==> config.mk <==
export PLATFORM = sky130hd
export DESIGN_NAME = rst_req_tx_flat
export DESIGN_NICKNAME = d
export VERILOG_FILES = /design/src/rtl/rst_req_tx_if.sv /design/src/rtl/rst_req_tx.sv /design/src/flat_wrapper.sv
export SDC_FILE = /design/constraint.sdc
export NUM_CORES = 1
export LEC_CHECK = 0
export CORE_AREA = 3 3 62 64
export CTS_CLUSTER_SIZE = 16
export DETAILED_ROUTE_END_ITERATION = 6
export DIE_AREA = 0 0 65 67
export DONT_BUFFER_PORTS = 1
export GPL_TIMING_DRIVEN = 0
export PLACE_DENSITY = 0.8
export SKIP_CTS_REPAIR_TIMING = 1
export SYNTH_ARGS = -nofsm -noshare
export SYNTH_HDL_FRONTEND = slang
export SYNTH_SLANG_ARGS = --single-unit
==> constraint.sdc <==
create_clock -name clk50 -period 5.1 [get_ports clk50]
set_clock_uncertainty 0.1 [all_clocks]
set_input_delay 0.51 -clock clk50 [delete_from_list [all_inputs] [get_ports clk50]]
set_output_delay 0.51 -clock clk50 [all_outputs]
set_load 0.05 [all_outputs]
==> src/rtl/rst_req_tx_if.sv <==
// Handshake-side signal bundle of the reset-request transmitter.
// The master side raises requests and plays the acknowledging partner.
// The slave side is the transmitter itself.
`timescale 1ns/1ps
interface rst_req_tx_if;
  logic       rst_req;
  logic       ack_async;
  logic       req_out;
  logic       busy;
  logic       done;
  logic       timeout_err;
  logic [7:0] drop_cnt;

  modport master (
    output rst_req, ack_async,
    input  req_out, busy, done, timeout_err, drop_cnt
  );

  modport slave (
    input  rst_req, ack_async,
    output req_out, busy, done, timeout_err, drop_cnt
  );
endinterface

==> src/rtl/rst_req_tx.sv <==
// Reset-request transmitter (clk50 domain).
// It turns single-cycle reset requests into a four-phase req/ack level handshake
// toward the ipb_clk domain. Requests that arrive mid-handshake are coalesced
// into one pending request, and the extra requests are counted as drops.
// A phase that waits longer than TIMEOUT cycles is aborted and flagged.
`timescale 1ns/1ps
module rst_req_tx #(
  parameter int TIMEOUT = 1000  // legal range 2..65535
) (
  input logic         clk50,
  input logic         rst_clk50,
  rst_req_tx_if.slave bus
);

  typedef enum logic [1:0] {
    IDLE    = 2'd0,
    ASSERT  = 2'd1,
    RELEASE = 2'd2
  } state_t;

  localparam logic [15:0] CNT_LAST = 16'(TIMEOUT - 1);

  state_t      state;
  logic        ack_s1;
  logic        ack_sync;
  logic        pending;
  logic [15:0] cnt;
  logic        start;

  // A handshake starts only from IDLE, and only once the previous ack has dropped.
  assign start = (state == IDLE) && !ack_sync && (bus.rst_req || pending);

  // Two-flop synchronizer that brings the foreign ack into clk50.
  always_ff @(posedge clk50 or posedge rst_clk50) begin
    if (rst_clk50) begin
      ack_s1   <= 1'b0;
      ack_sync <= 1'b0;
    end else begin
      // NOTE: non-blocking, so ack_sync takes last cycle's ack_s1 and both stages really exist.
      ack_s1   <= bus.ack_async;
      ack_sync <= ack_s1;
    end
  end

  // Request coalescing, drop counting and the handshake FSM with registered outputs.
  always_ff @(posedge clk50 or posedge rst_clk50) begin
    if (rst_clk50) begin
      state           <= IDLE;
      pending         <= 1'b0;
      cnt             <= '0;
      bus.req_out     <= 1'b0;
      bus.busy        <= 1'b0;
      bus.done        <= 1'b0;
      bus.timeout_err <= 1'b0;
      bus.drop_cnt    <= '0;
    end else begin
      bus.done <= 1'b0;

      // A start consumes the pending request. A simultaneous new request re-arms pending.
      if (start) begin
        pending <= pending && bus.rst_req;
      end else if (bus.rst_req) begin
        pending <= 1'b1;
        if (pending && bus.drop_cnt != 8'hFF) begin
          bus.drop_cnt <= bus.drop_cnt + 8'd1;
        end
      end

      case (state)
        IDLE: begin
          if (start) begin
            state       <= ASSERT;
            bus.req_out <= 1'b1;
            bus.busy    <= 1'b1;
            cnt         <= '0;
          end
        end

        ASSERT: begin
          if (ack_sync) begin
            state       <= RELEASE;
            bus.req_out <= 1'b0;
            cnt         <= '0;
          end else if (cnt == CNT_LAST) begin
            state           <= IDLE;
            bus.req_out     <= 1'b0;
            bus.busy        <= 1'b0;
            bus.timeout_err <= 1'b1;
          end else begin
            cnt <= cnt + 16'd1;
          end
        end

        RELEASE: begin
          if (!ack_sync) begin
            state           <= IDLE;
            bus.busy        <= 1'b0;
            bus.done        <= 1'b1;
            bus.timeout_err <= 1'b0;
          end else if (cnt == CNT_LAST) begin
            state           <= IDLE;
            bus.busy        <= 1'b0;
            bus.timeout_err <= 1'b1;
          end else begin
            cnt <= cnt + 16'd1;
          end
        end

        default: begin
          state       <= IDLE;
          bus.req_out <= 1'b0;
          bus.busy    <= 1'b0;
        end
      endcase
    end
  end

endmodule

==> src/flat_wrapper.sv <==
// flat-port wrapper written by rule: the top's interface ports become plain ports
module rst_req_tx_flat 
#(
  parameter int TIMEOUT = 1000                         
)
  (clk50, rst_clk50, bus_rst_req, bus_ack_async, bus_req_out, bus_busy, bus_done, bus_timeout_err, bus_drop_cnt);
  rst_req_tx_if bus_i ();
  input logic clk50;
  input logic rst_clk50;
  input wire logic [$bits(bus_i.rst_req)-1:0] bus_rst_req;
  input wire logic [$bits(bus_i.ack_async)-1:0] bus_ack_async;
  output wire logic [$bits(bus_i.req_out)-1:0] bus_req_out;
  output wire logic [$bits(bus_i.busy)-1:0] bus_busy;
  output wire logic [$bits(bus_i.done)-1:0] bus_done;
  output wire logic [$bits(bus_i.timeout_err)-1:0] bus_timeout_err;
  output wire logic [$bits(bus_i.drop_cnt)-1:0] bus_drop_cnt;
  assign bus_i.rst_req = bus_rst_req;
  assign bus_i.ack_async = bus_ack_async;
  assign bus_req_out = bus_i.req_out;
  assign bus_busy = bus_i.busy;
  assign bus_done = bus_i.done;
  assign bus_timeout_err = bus_i.timeout_err;
  assign bus_drop_cnt = bus_i.drop_cnt;
  rst_req_tx #(.TIMEOUT(TIMEOUT)) u_core (.clk50(clk50), .rst_clk50(rst_clk50), .bus(bus_i));
endmodule
# After elaboration in Yosys (flattened, before gate mapping)
# Index checks and enable logic that the tools add are counted.
# Widths: inputs -> output; s select.
word_totals:
  regBits: 33
  in_bits: 4
  output_inout_bits: 12
op_classes:
  add_sub_neg: 2
  n_eq_ne: 8
  n_mux: 26
  bitwise_logic: 2
  n_reduce_logical: 15
ops:
  columns: ["operator", "n"]
  rows:
  - ["$mux 16", 4]
  - ["$pmux 16 s3", 1]
  - ["$add 16x1->16 const B", 1]
  - ["$eq 16x10->1 const B", 1]
  - ["$mux 1", 13]
  - ["$reduce_and 3->1", 3]
  - ["$add 8x1->8 const B", 1]
  - ["$mux 2", 4]
  - ["$ne 8x8->1 const B", 1]
  - ["$pmux 1 s3", 2]
  - ["$pmux 2 s3", 1]
  - ["$logic_and 1x1->1", 4]
  - ["$ne 2x1->1 const B", 2]
  - ["$reduce_and 2->1", 2]
  - ["$reduce_bool 2->1", 2]
  - ["$ne 3x1->1 const B", 1]
  - ["$reduce_bool 3->1", 1]
  - ["$eq 2x1->1 const B", 1]
  - ["$eq 2x2->1 const B", 1]
  - ["$logic_not 2->1", 1]
  - ["$ne 2x2->1 const B", 1]
  - ["$not 1->1", 2]
  - ["$pmux 1 s2", 1]
  - ["$logic_not 1->1", 1]
  - ["$logic_or 1x1->1", 1]

# Logic depth before layout (Yosys ltp)
# Gate-level depths: netlist of run 1.
depth:
  ltp_word: 5
  ltp_mapped: 8
  ltp_nobuf: 6

# Worst setup path after synthesis of run 1
# No wires, ideal clock.
synth_timing:
  path_kind: "flip-flop to flip-flop"
  startpoint: "reg u_core.state[0]"
  endpoint: "reg u_core.cnt[11]"
  arrival_time_ns: 1.785
  required_ns: 4.921
  slack_ns: 3.136
  stages_incl_launch_ff: 9
  path_buffers: 2
  period_less_slack_ns: 1.964
  cell_sequence: "dfrtp_1 inv_1 ha_1 clkbuf_1 nand2b_1 o211ai_2 buf_2 nor4_1 mux2i_1"
synth_between:
  elab_chain_len: 5
synth_lines:
  columns: ["item", "line_no", "text"]
  rows:
  - ["start, declared", "rst_req_tx.sv:23", "state_t state;"]
  - ["start signal, assigned", "rst_req_tx.sv:48", "state <= IDLE;"]
  - ["start signal, assigned", "rst_req_tx.sv:72", "state <= ASSERT;"]
  - ["start signal, assigned", "rst_req_tx.sv:81", "state <= RELEASE;"]
  - ["$logic_not 2->1", "rst_req_tx.sv:31, rst_req_tx.sv:69", null]
  - ["$logic_and 1x1->1 (2 in series)", "rst_req_tx.sv:31", "assign start = (state == IDLE) && !ack_sync && (bus.rst_req || pending);"]
  - ["$ne 2x1->1 (no source line)", null, null]
  - ["$reduce_and 3->1 (no source line)", null, null]
  - ["end signal, assigned", "rst_req_tx.sv:90", "cnt <= cnt + 16'd1;"]
  - ["end signal, assigned", "rst_req_tx.sv:105", "cnt <= cnt + 16'd1;"]
  - ["end, declared", "rst_req_tx.sv:27", "logic [15:0] cnt;"]
# Parallel ways exist; a longest one is shown, timed or not.
# A chain may end at the register's enable or synchronous reset.

# Worst setup path in the final report of run 1
layout_timing:
  startpoint: "reg u_core.state[0]"
  endpoint: "reg u_core.cnt[13]"
# Same word-level chain as after synthesis.

==> flow_metrics.env, run 1 <==
export IMPL_power_density_mw_per_mm2=498
export IMPL_synth_edff_count=0
export IMPL_setup_worst_path_start="u_core.state[0]"
export IMPL_yosysMostFrequentCell="dfrtp_1"
export IMPL_slowest_stage="clkbuf_1"
export IMPL_drv_slew=0
export IMPL_seq_area_frac_synth=0.449
export IMPL_endpoint_kind="flop"
export IMPL_setup_viol=0
export IMPL_top_register="u_core.cnt"
export IMPL_ys_warn_count=0
export IMPL_top_regs="u_core.cnt (16), u_core.bus.drop_cnt (8), u_core.state (2)"
export IMPL_synth_nets=205
export IMPL_dr_pass1_iters=4
export IMPL_holdWs_ns=0.103
export IMPL_clock_latency_ns=0.33
export IMPL_synth_cells=195
export IMPL_vias=1492
export IMPL_cp_data_required_time_ns=5.25
export IMPL_antenna_cells=0
export IMPL_rrSetupSlack_ns=2.78
export IMPL_cp_cell_sequence="inv_1, ha_1, clkbuf_1, nand2b_1, o211ai_2, clkbuf_1, o21ai_0, mux2i_1"
export IMPL_fp_dieH_um=67
export IMPL_clock_sinks=33
export IMPL_synthTopCellsByArea="dfrtp_1 (45%), ha_1 (4.1%), o21ai_0 (3.8%), xor2_1 (3.3%), nand2_1 (3.1%)"
export IMPL_fmaxAchievable_mhz=430
export IMPL_power_mw=0.971
export IMPL_die_w_um=65
export IMPL_cp_arrival_ns=2.48
export IMPL_grt_usage=0.195
export IMPL_outcome="finished clean"
export IMPL_dp_cells=241
export IMPL_die_area_mm2=0.00436
export IMPL_ant_nets=0
export IMPL_layout_drive_gt1_share=0.0693
export IMPL_ctsRootBufferMaster="clkbuf_4"
export IMPL_clock_path_buffers=2
export IMPL_critical_path_peak_fanout=10
export IMPL_cp_top_family="buffers and inverters"
export IMPL_cpMostUsedCell="clkbuf_1"
export IMPL_synth_seq_cells=33
export IMPL_grt_setup_unrepaired="false"
export IMPL_postSynthAreaPerCell_um2=9.43
export IMPL_power_leakage_nw=0.859
export IMPL_r2r_cells=8
export IMPL_largest_reg_flops=16
export IMPL_tns_ns=0
export IMPL_rows=21
export IMPL_fin_cells=248
export IMPL_yosysTopAreaCell="dfrtp_1"
export IMPL_drt_total_wl_um=3820
export IMPL_cts_tree="yes"
export IMPL_drt_iter0_drc=106
export IMPL_maxCapViolations=0
export IMPL_final_nets=212
export IMPL_post_route_min_period_ns=2.32
export IMPL_fillers=305
export IMPL_r2r_start="u_core.state[0]"
export IMPL_antenna_found_initial=0
export IMPL_start_kind="flop"
export IMPL_cts_htree_levels=2
export IMPL_coreArea_mm2=0.00334
export IMPL_port_buffers=0
export IMPL_synth_top_area_frac=0.449
export IMPL_grt_pass1_wl_um=6670
export IMPL_r2r_end="u_core.cnt[13]"
export IMPL_max_slew_margin=0.234
export IMPL_first_global_vias=1445
export IMPL_hold_violations=0
export IMPL_crit_cells=8
export IMPL_whs_path_depth=0
export IMPL_gr_total_overflow=0
export IMPL_clkSlewWorstSetupHoldPaths_ns=0.10
export IMPL_critical_path_endpoint="u_core.cnt[13]"
export IMPL_start_util=0.551
export IMPL_wl_per_cell_um=15.4
export IMPL_synthFlopType="dfrtp_1"
export IMPL_tightestPinTransition_ns=1.14
export IMPL_fin_crit_sh=0.456
export IMPL_drc=0
export IMPL_hp_class="input port to flop"
export IMPL_path_buf_inv=3
export IMPL_ir_drop_mv=0.381
export IMPL_crit_type="flop to flop"
export IMPL_ys_top_cells_by_count="dfrtp_1 (33), nand2_1 (15), o21ai_0 (14), inv_1 (11), nor2_1 (11)"
export IMPL_post_dp_hpwl_um=2640
export IMPL_cpPeakStageDelay_ns=0.43
export IMPL_syn_area_mm2=0.00184
export IMPL_ys_async_sr_fraction=1.00
export IMPL_grt_max_degree=34
export IMPL_cts_buffers=5
export IMPL_viasPerCell=6.02
export IMPL_place_congestion=0.873
export IMPL_area_growth_pct=6.13
export IMPL_ios=16
export IMPL_synthDistinctLibCells=42
-- worst min path at each step --
stage	endpoint	slack, ns	start
global placement	u_core.ack_sync	0.23	u_core.ack_s1
global route	u_core.ack_s1	0.08	bus_ack_async
CTS	u_core.ack_s1	0.09	bus_ack_async
finish	u_core.ack_s1	0.10	bus_ack_async
detailed placement	u_core.ack_sync	0.25	u_core.ack_s1
floorplan	u_core.ack_sync	0.23	u_core.ack_s1
-- area by class of cell --
cell class / instances / area, um^2 / share of cell area
multi-input cells: 142 / 932 / 0.478
flip-flops and latches: 33 / 826 / 0.423
well taps: 46 / 57.6 / 0.0295
clock buffers: 7 / 55.1 / 0.0282
inverters: 11 / 41.3 / 0.0212
plain buffers: 9 / 38.8 / 0.0199
-- where the power goes --
group | switching [mW] | total [mW] | internal, mW | leakage (nW)
registers | 0.156 | 0.464 | 0.308 | 0.436
clock network | 0.0846 | 0.150 | 0.0651 | 0.0314
logic | 0.220 | 0.357 | 0.137 | 0.392
total | 0.461 | 0.971 | 0.511 | 0.859
-- stage by stage --
step                area, um^2  worst slack (ns)  utilization
floorplan                 1840              3.14            -
global placement          1900              2.85        0.568
detailed placement        1900              2.82        0.568
CTS                       1950              2.79        0.585
global route              1950              2.54        0.585
finish                    1950              2.78        0.585
-- cell families (layout without fill, tap and decap cells) --
logic type,after synthesis,in the layout,share of synthesized area
AND/OR/NAND/NOR,74,74,0.220
AO/OA/AOI/OAI,49,49,0.180
flip-flops,33,33,0.449
buffers and inverters,20,27,0.0436
XOR/XNOR,7,7,0.0334
adder cells (fa/ha/maj),6,6,0.0408
multiplexers,6,6,0.0334
-- metal layers --
| metal | track usage | up-vias | wire length (um) |
|---|---|---|---|
| met5 | 0 | - | 0 |
| met1 | 0.260 | 722 | 1800 |
| li1 | - | 724 | - |
| met2 | 0.315 | 41 | 1780 |
| met4 | 0.0396 | 0 | 31 |
| met3 | 0.0556 | 5 | 202 |
-- placed cells by master (no fill, tap or decap), types with 2 or more instances in the layout --
| cell | count |
|---|---|
| a21o_1 | 6 |
| a21oi_1 | 9 |
| a22o_1 | 5 |
| and2_1 | 2 |
| and3_1 | 3 |
| and4_1 | 4 |
| buf_2 | 4 |
| clkbuf_1 | 6 |
| clkbuf_4 | 5 |
| dfrtp_1 | 33 |
| ha_1 | 6 |
| inv_1 | 10 |
| mux2i_1 | 5 |
| nand2_1 | 15 |
| nand2b_1 | 3 |
| nand3_1 | 6 |
| nand4_1 | 3 |
| nor2_1 | 11 |
| nor2b_1 | 2 |
| nor3_1 | 7 |
| nor3b_1 | 2 |
| nor4_1 | 6 |
| o21ai_0 | 14 |
| o311ai_0 | 2 |
| or3_1 | 4 |
| or4_1 | 4 |
| xor2_1 | 7 |
No activity file was read; power rests on OpenSTA's default activity.
==> run 2, diff against run 1 <==
==> constraint.sdc (replaced) <==
create_clock -name clk50 -period 2.4 [get_ports clk50]
set_clock_uncertainty 0.1 [all_clocks]
set_input_delay 0.24 -clock clk50 [delete_from_list [all_inputs] [get_ports clk50]]
set_output_delay 0.24 -clock clk50 [all_outputs]
set_load 0.05 [all_outputs]
==> flow_metrics.env, run 2 (synthesis results as in run 1) <==
export IMPL_outcome="finished clean"
export IMPL_power_mw=2.09
export IMPL_cpPeakStageDelay_ns=0.39
export IMPL_cts_buffers=5
export IMPL_pwr_share_comb=0.374
export IMPL_cp_cell_sequence="inv_1, ha_1, clkbuf_1, nand2b_1, o211ai_2, buf_2, nor4_1, mux2i_1"
export IMPL_post_route_min_period_ns=2.27
export IMPL_drt_iter0_drc=101
export IMPL_fin_cells=252
export IMPL_dr_pass1_iters=4
export IMPL_post_dp_hpwl_um=2640
export IMPL_pwr_share_clk=0.153
export IMPL_grt_setup_unrepaired="true"
export IMPL_grt_pass1_wl_um=6670
export IMPL_grt_max_degree=34
export IMPL_start_util=0.551
export IMPL_top_register="u_core.cnt"
export IMPL_cp_data_required_time_ns=2.55
export IMPL_path_buf_inv=3
export IMPL_finalInstanceArea_mm2=0.00200
export IMPL_layout_drive_gt1_share=0.0825
export IMPL_cp_top_family="buffers and inverters"
export IMPL_grt_usage=0.195
export IMPL_area_growth_pct=8.58
export IMPL_antenna_cells=0
export IMPL_port_buffers=0
export IMPL_clkSlewWorstSetupHoldPaths_ns=0.10
export IMPL_seq_power_share=0.473
export IMPL_intPower_mw=1.09
export IMPL_max_slew_margin=0.221
export IMPL_clock_latency_ns=0.33
export IMPL_slowest_stage="dfrtp_1"
export IMPL_hp_class="input port to flop"
export IMPL_ios=16
export IMPL_gr_total_overflow=0
export IMPL_ctsRootBufferMaster="clkbuf_4"
export IMPL_ant_nets=0
export IMPL_crit_type="flop to flop"
export IMPL_viasPerCell=6.03
export IMPL_setup_viol=0
export IMPL_fmaxAchievable_mhz=441
export IMPL_switchingPower_mw=0.991
export IMPL_netSwitchingFraction=0.475
export IMPL_clock_path_buffers=2
export IMPL_place_congestion=0.873
export IMPL_top_regs="u_core.cnt (16), u_core.bus.drop_cnt (8), u_core.state (2)"
export IMPL_cts_tree="yes"
export IMPL_tns_ns=0
export IMPL_fillers=299
export IMPL_maxCapViolations=0
export IMPL_endpoint_kind="flop"
export IMPL_tightestPinTransition_ns=1.16
export IMPL_first_global_vias=1445
export IMPL_vias=1520
export IMPL_dpl_cell_area_mm2=0.00190
export IMPL_fp_dieH_um=67
export IMPL_cp_arrival_ns=2.42
export IMPL_holdWs_ns=0.118
export IMPL_die_area_mm2=0.00436
export IMPL_start_kind="flop"
export IMPL_final_nets=216
export IMPL_largest_reg_flops=16
export IMPL_clock_sinks=33
export IMPL_dp_cells=241
export IMPL_drv_slew=0
export IMPL_die_w_um=65
export IMPL_drc=0
export IMPL_power_leakage_nw=0.879
export IMPL_critical_path_peak_fanout=10
export IMPL_fin_crit_sh=0.945
export IMPL_mostFrequentLayoutCell="dfrtp_1"
export IMPL_ir_drop_mv=0.808
export IMPL_rows=21
export IMPL_hold_violations=0
export IMPL_final_cell_mix="dfrtp_1 (33), nand2_1 (15), o21ai_0 (14), nor2_1 (11), inv_1 (10)"
export IMPL_cts_htree_levels=2
export IMPL_wl_per_cell_um=15.7
export IMPL_drt_total_wl_um=3960
export IMPL_power_density_mw_per_mm2=1040
export IMPL_coreArea_mm2=0.00334
export IMPL_antenna_found_initial=0
-- run 2: power by group through the flow --
stage	clock network [mW]	logic (mW)	registers, mW
CTS	0.324	0.757	0.987
finish	0.318	0.780	0.987
floorplan	0	0.588	0.972
global placement	0	0.727	0.994
global route	0.340	0.872	1.00
detailed placement	0	0.747	0.998
-- run 2: worst register-to-register path, stage by stage, from the launching register on --
cell	delay, ns
dfrtp_1	0.39
inv_1	0.09
ha_1	0.20
clkbuf_1	0.20
nand2b_1	0.18
o211ai_2	0.21
buf_2	0.25
nor4_1	0.36
mux2i_1	0.22
-- run 2: final cells by class --
type	instances	area [um^2]	share of cell area
clock buffer	7	55.1	0.0276
timing repair buffer	4	37.5	0.0188
inverter	11	41.3	0.0207
sequential	33	826	0.414
tap	46	57.6	0.0288
multi-input combinational	142	938	0.470
buffer	9	40.0	0.0201
-- run 2: final timing paths --
kind | to | start | depth (start not counted) | slack (ns)
worst max-delay path | u_core.cnt[12] | u_core.state[0] | 8 | 0.13
worst min-delay path | u_core.pending | bus_rst_req | 3 | 0.12
worst max register to register | u_core.cnt[12] | u_core.state[0] | 8 | 0.13
worst min register to register | u_core.ack_sync | u_core.ack_s1 | 0 | 0.27
max in group asynchronous | u_core.cnt[10] | rst_clk50 | 2 | 1.26
min in group asynchronous | u_core.bus.drop_cnt[2] | rst_clk50 | 2 | 0.41
-- run 2: per-layer routing --
layer / global-route usage / share of wire / vias to the layer above
met2: 0.315 / 0.46 / 42
li1: - / - / 733
met5: 0 / 0 / -
met4: 0.0396 / 0.0078 / 0
met1: 0.260 / 0.47 / 741
met3: 0.0556 / 0.056 / 4
-- run 2: per-stage QoR --
step,util,setup slack (ns)
after floorplan,-,0.436
after global placement,0.568,0.151
after detailed placement,0.568,0.116
after CTS,0.585,0.0932
after global routing,0.598,-0.0136
final,0.598,0.131
==> run 3, diff against run 2 <==
--- a/config.mk
+++ b/config.mk
@@ -5,13 +5,14 @@
 export SDC_FILE = /design/constraint.sdc
 export NUM_CORES = 1
 export LEC_CHECK = 0
-export CORE_AREA = 3 3 62 64
+export ABC_AREA = 1
+export CORE_AREA = 3 3 66 68
 export CTS_CLUSTER_SIZE = 16
 export DETAILED_ROUTE_END_ITERATION = 6
-export DIE_AREA = 0 0 65 67
+export DIE_AREA = 0 0 69 71
 export DONT_BUFFER_PORTS = 1
 export GPL_TIMING_DRIVEN = 0
-export PLACE_DENSITY = 0.8
+export PLACE_DENSITY = 0.79
 export SKIP_CTS_REPAIR_TIMING = 1
 export SYNTH_ARGS = -nofsm -noshare
 export SYNTH_HDL_FRONTEND = slang
==> flow_metrics.env, run 3 <==
export IMPL_outcome="finished clean"
export IMPL_antenna_cells=0
export IMPL_power_leakage_nw=1.13
export IMPL_final_nets=319
export IMPL_largest_reg_flops=16
export IMPL_synth_top_area_frac=0.403
export IMPL_fmaxAchievable_mhz=513
export IMPL_wl_per_cell_um=11.6
export IMPL_ys_warn_count=0
export IMPL_synthFlopType="dfrtp_1"
export IMPL_die_area_mm2=0.00490
export IMPL_seq_area_frac_synth=0.403
export IMPL_grt_max_degree=34
export IMPL_cp_data_required_time_ns=2.47
export IMPL_layout_drive_gt1_share=0.0677
export IMPL_cts_htree_levels=2
export IMPL_place_congestion=0.864
export IMPL_clock_sinks=33
export IMPL_die_w_um=69
export IMPL_final_cell_mix="nand2_1 (89), nor2_1 (54), inv_1 (45), dfrtp_1 (33), nand3_1 (23)"
export IMPL_fp_dieH_um=71
export IMPL_synthTopCellsByArea="dfrtp_1 (40%), nand2_1 (16%), nor2_1 (9.9%), inv_1 (8.4%), nand3_1 (5.6%)"
export IMPL_ctsRootBufferMaster="clkbuf_8"
export IMPL_antenna_found_initial=0
export IMPL_ant_nets=0
export IMPL_ios=16
export IMPL_drc=0
export IMPL_gr_total_overflow=0
export IMPL_drt_total_wl_um=4160
export IMPL_synth_cells=299
export IMPL_hp_class="input port to flop"
export IMPL_port_buffers=0
export IMPL_yosysTopAreaCell="dfrtp_1"
export IMPL_tightestPinTransition_ns=0.562
export IMPL_coreArea_mm2=0.00391
export IMPL_synth_seq_cells=33
export IMPL_ys_top_cells_by_count="nand2_1 (89), nor2_1 (54), inv_1 (46), dfrtp_1 (33), nand3_1 (23)"
export IMPL_dr_pass1_iters=5
export IMPL_yosys_mux_area_fraction=0
export IMPL_holdWs_ns=0.0504
export IMPL_grt_pass1_wl_um=7580
export IMPL_r2r_cells=10
export IMPL_clock_path_buffers=2
export IMPL_tns_ns=0
export IMPL_start_util=0.524
export IMPL_maxCapViolations=0
export IMPL_clock_latency_ns=0.29
export IMPL_synth_xor_area_frac=0.0214
export IMPL_ys_async_sr_fraction=1.00
export IMPL_fillers=378
export IMPL_cts_tree="yes"
export IMPL_seqCellArea_um2=826
export IMPL_post_route_min_period_ns=1.95
export IMPL_post_dp_hpwl_um=3160
export IMPL_start_kind="flop"
export IMPL_top_register="u_core.cnt"
export IMPL_grt_usage=0.189
export IMPL_whs_path_depth=2
export IMPL_vias=1804
export IMPL_drt_iter0_drc=130
export IMPL_mostFrequentLayoutCell="nand2_1"
export IMPL_multi_input_comb_area_mm2=0.00101
export IMPL_rows=23
export IMPL_cp_arrival_ns=2.02
export IMPL_ir_drop_mv=0.483
export IMPL_critical_path_peak_fanout=10
export IMPL_crit_type="flop to flop"
export IMPL_yosysMostFrequentCell="nand2_1"
export IMPL_synthDistinctLibCells=23
export IMPL_synth_edff_count=0
export IMPL_rrSetupSlack_ns=0.45
export IMPL_synth_nets=309
export IMPL_drv_slew=0
export IMPL_synth_simple_gate_area_frac=0.362
export IMPL_synth_top_family_by_area="simple AND/OR/NAND/NOR gates"
export IMPL_max_slew_margin=0.625
export IMPL_first_global_vias=1783
export IMPL_setup_viol=0
export IMPL_synthAdderAreaFrac=0.0366
export IMPL_hold_violations=0
export IMPL_area_growth_pct=10.3
export IMPL_postSynthAreaPerCell_um2=6.86
export IMPL_endpoint_kind="flop"
export IMPL_fin_crit_sh=0.813
export IMPL_cts_buffers=5
export IMPL_syn_area_mm2=0.00205
export IMPL_top_regs="u_core.cnt (16), u_core.bus.drop_cnt (8), u_core.state (2)"
export IMPL_clkSlewWorstSetupHoldPaths_ns=0.07
export IMPL_grt_setup_unrepaired="false"
export IMPL_synth_compound_area_share=0.0714
export IMPL_viasPerCell=5.01
export IMPL_power_density_mw_per_mm2=1000
-- run 3: per-layer routing --
layer  part of all wire  vias to the layer above  wire (um)  track usage
met3              0.039                        7        162       0.0341
li1                   -                      937          -            -
met4              0.019                        0         80       0.0759
met5                  0                        -          0            0
met2               0.47                       36       1970        0.319
met1               0.47                      824       1950        0.242
-- run 3: final timing paths --
check,end,start
min,u_core.pending,bus_rst_req
max in group asynchronous,u_core.cnt[7],rst_clk50
max,u_core.cnt[7],u_core.state[0]
min reg2reg,u_core.ack_sync,u_core.ack_s1
max reg2reg,u_core.cnt[7],u_core.state[0]
min in group asynchronous,u_core.state[1],rst_clk50
-- run 3: kinds of logic after synthesis --
group	count (synthesis)
compound gates	24
flops	33
fa+ha+maj	6
xor+xnor	5
buf+inv	52
simple gates	179
-- run 3: layout make-up --
| class | instances | area share |
|---|---|---|
| Timing Repair Buffer | 3 | 0.0210 |
| Sequential cell | 33 | 0.365 |
| Inverter | 49 | 0.0813 |
| Clock inverter | 1 | 0.00221 |
| Multi-Input combinational cell | 214 | 0.445 |
| Clock buffer | 7 | 0.0426 |
| Buffer | 3 | 0.0149 |
| Tap cell | 50 | 0.0277 |
-- run 3: per-stage QoR --
stage	power [mW]	util	cell area [um^2]	instances	setup slack (ns)
floorplan	1.64	-	2050	299	0.721
global placement	1.79	0.540	2110	349	0.491
detailed placement	1.82	0.540	2110	349	0.460
CTS	2.28	0.566	2210	357	0.439
global route	2.47	0.578	2260	360	0.295
finish	2.27	0.578	2260	360	0.449
-- run 3: power breakdown --
| part | internal (mW) | total, mW | switching, mW | leakage, nW |
|---|---|---|---|---|
| sequential | 0.661 | 1.03 | 0.366 | 0.436 |
| combinational | 0.291 | 0.781 | 0.490 | 0.645 |
| clock | 0.259 | 0.462 | 0.203 | 0.0542 |
| total | 1.21 | 2.27 | 1.06 | 1.13 |
-- run 3: critical path, cell delays in order, from the launching register on --
cell	delay, ns
dfrtp_1	0.43
inv_1	0.09
ha_1	0.23
inv_1	0.13
o21bai_4	0.18
nand3_4	0.15
nor2_2	0.20
inv_2	0.08
buf_6	0.15
nand2_1	0.06
nor2_1	0.04
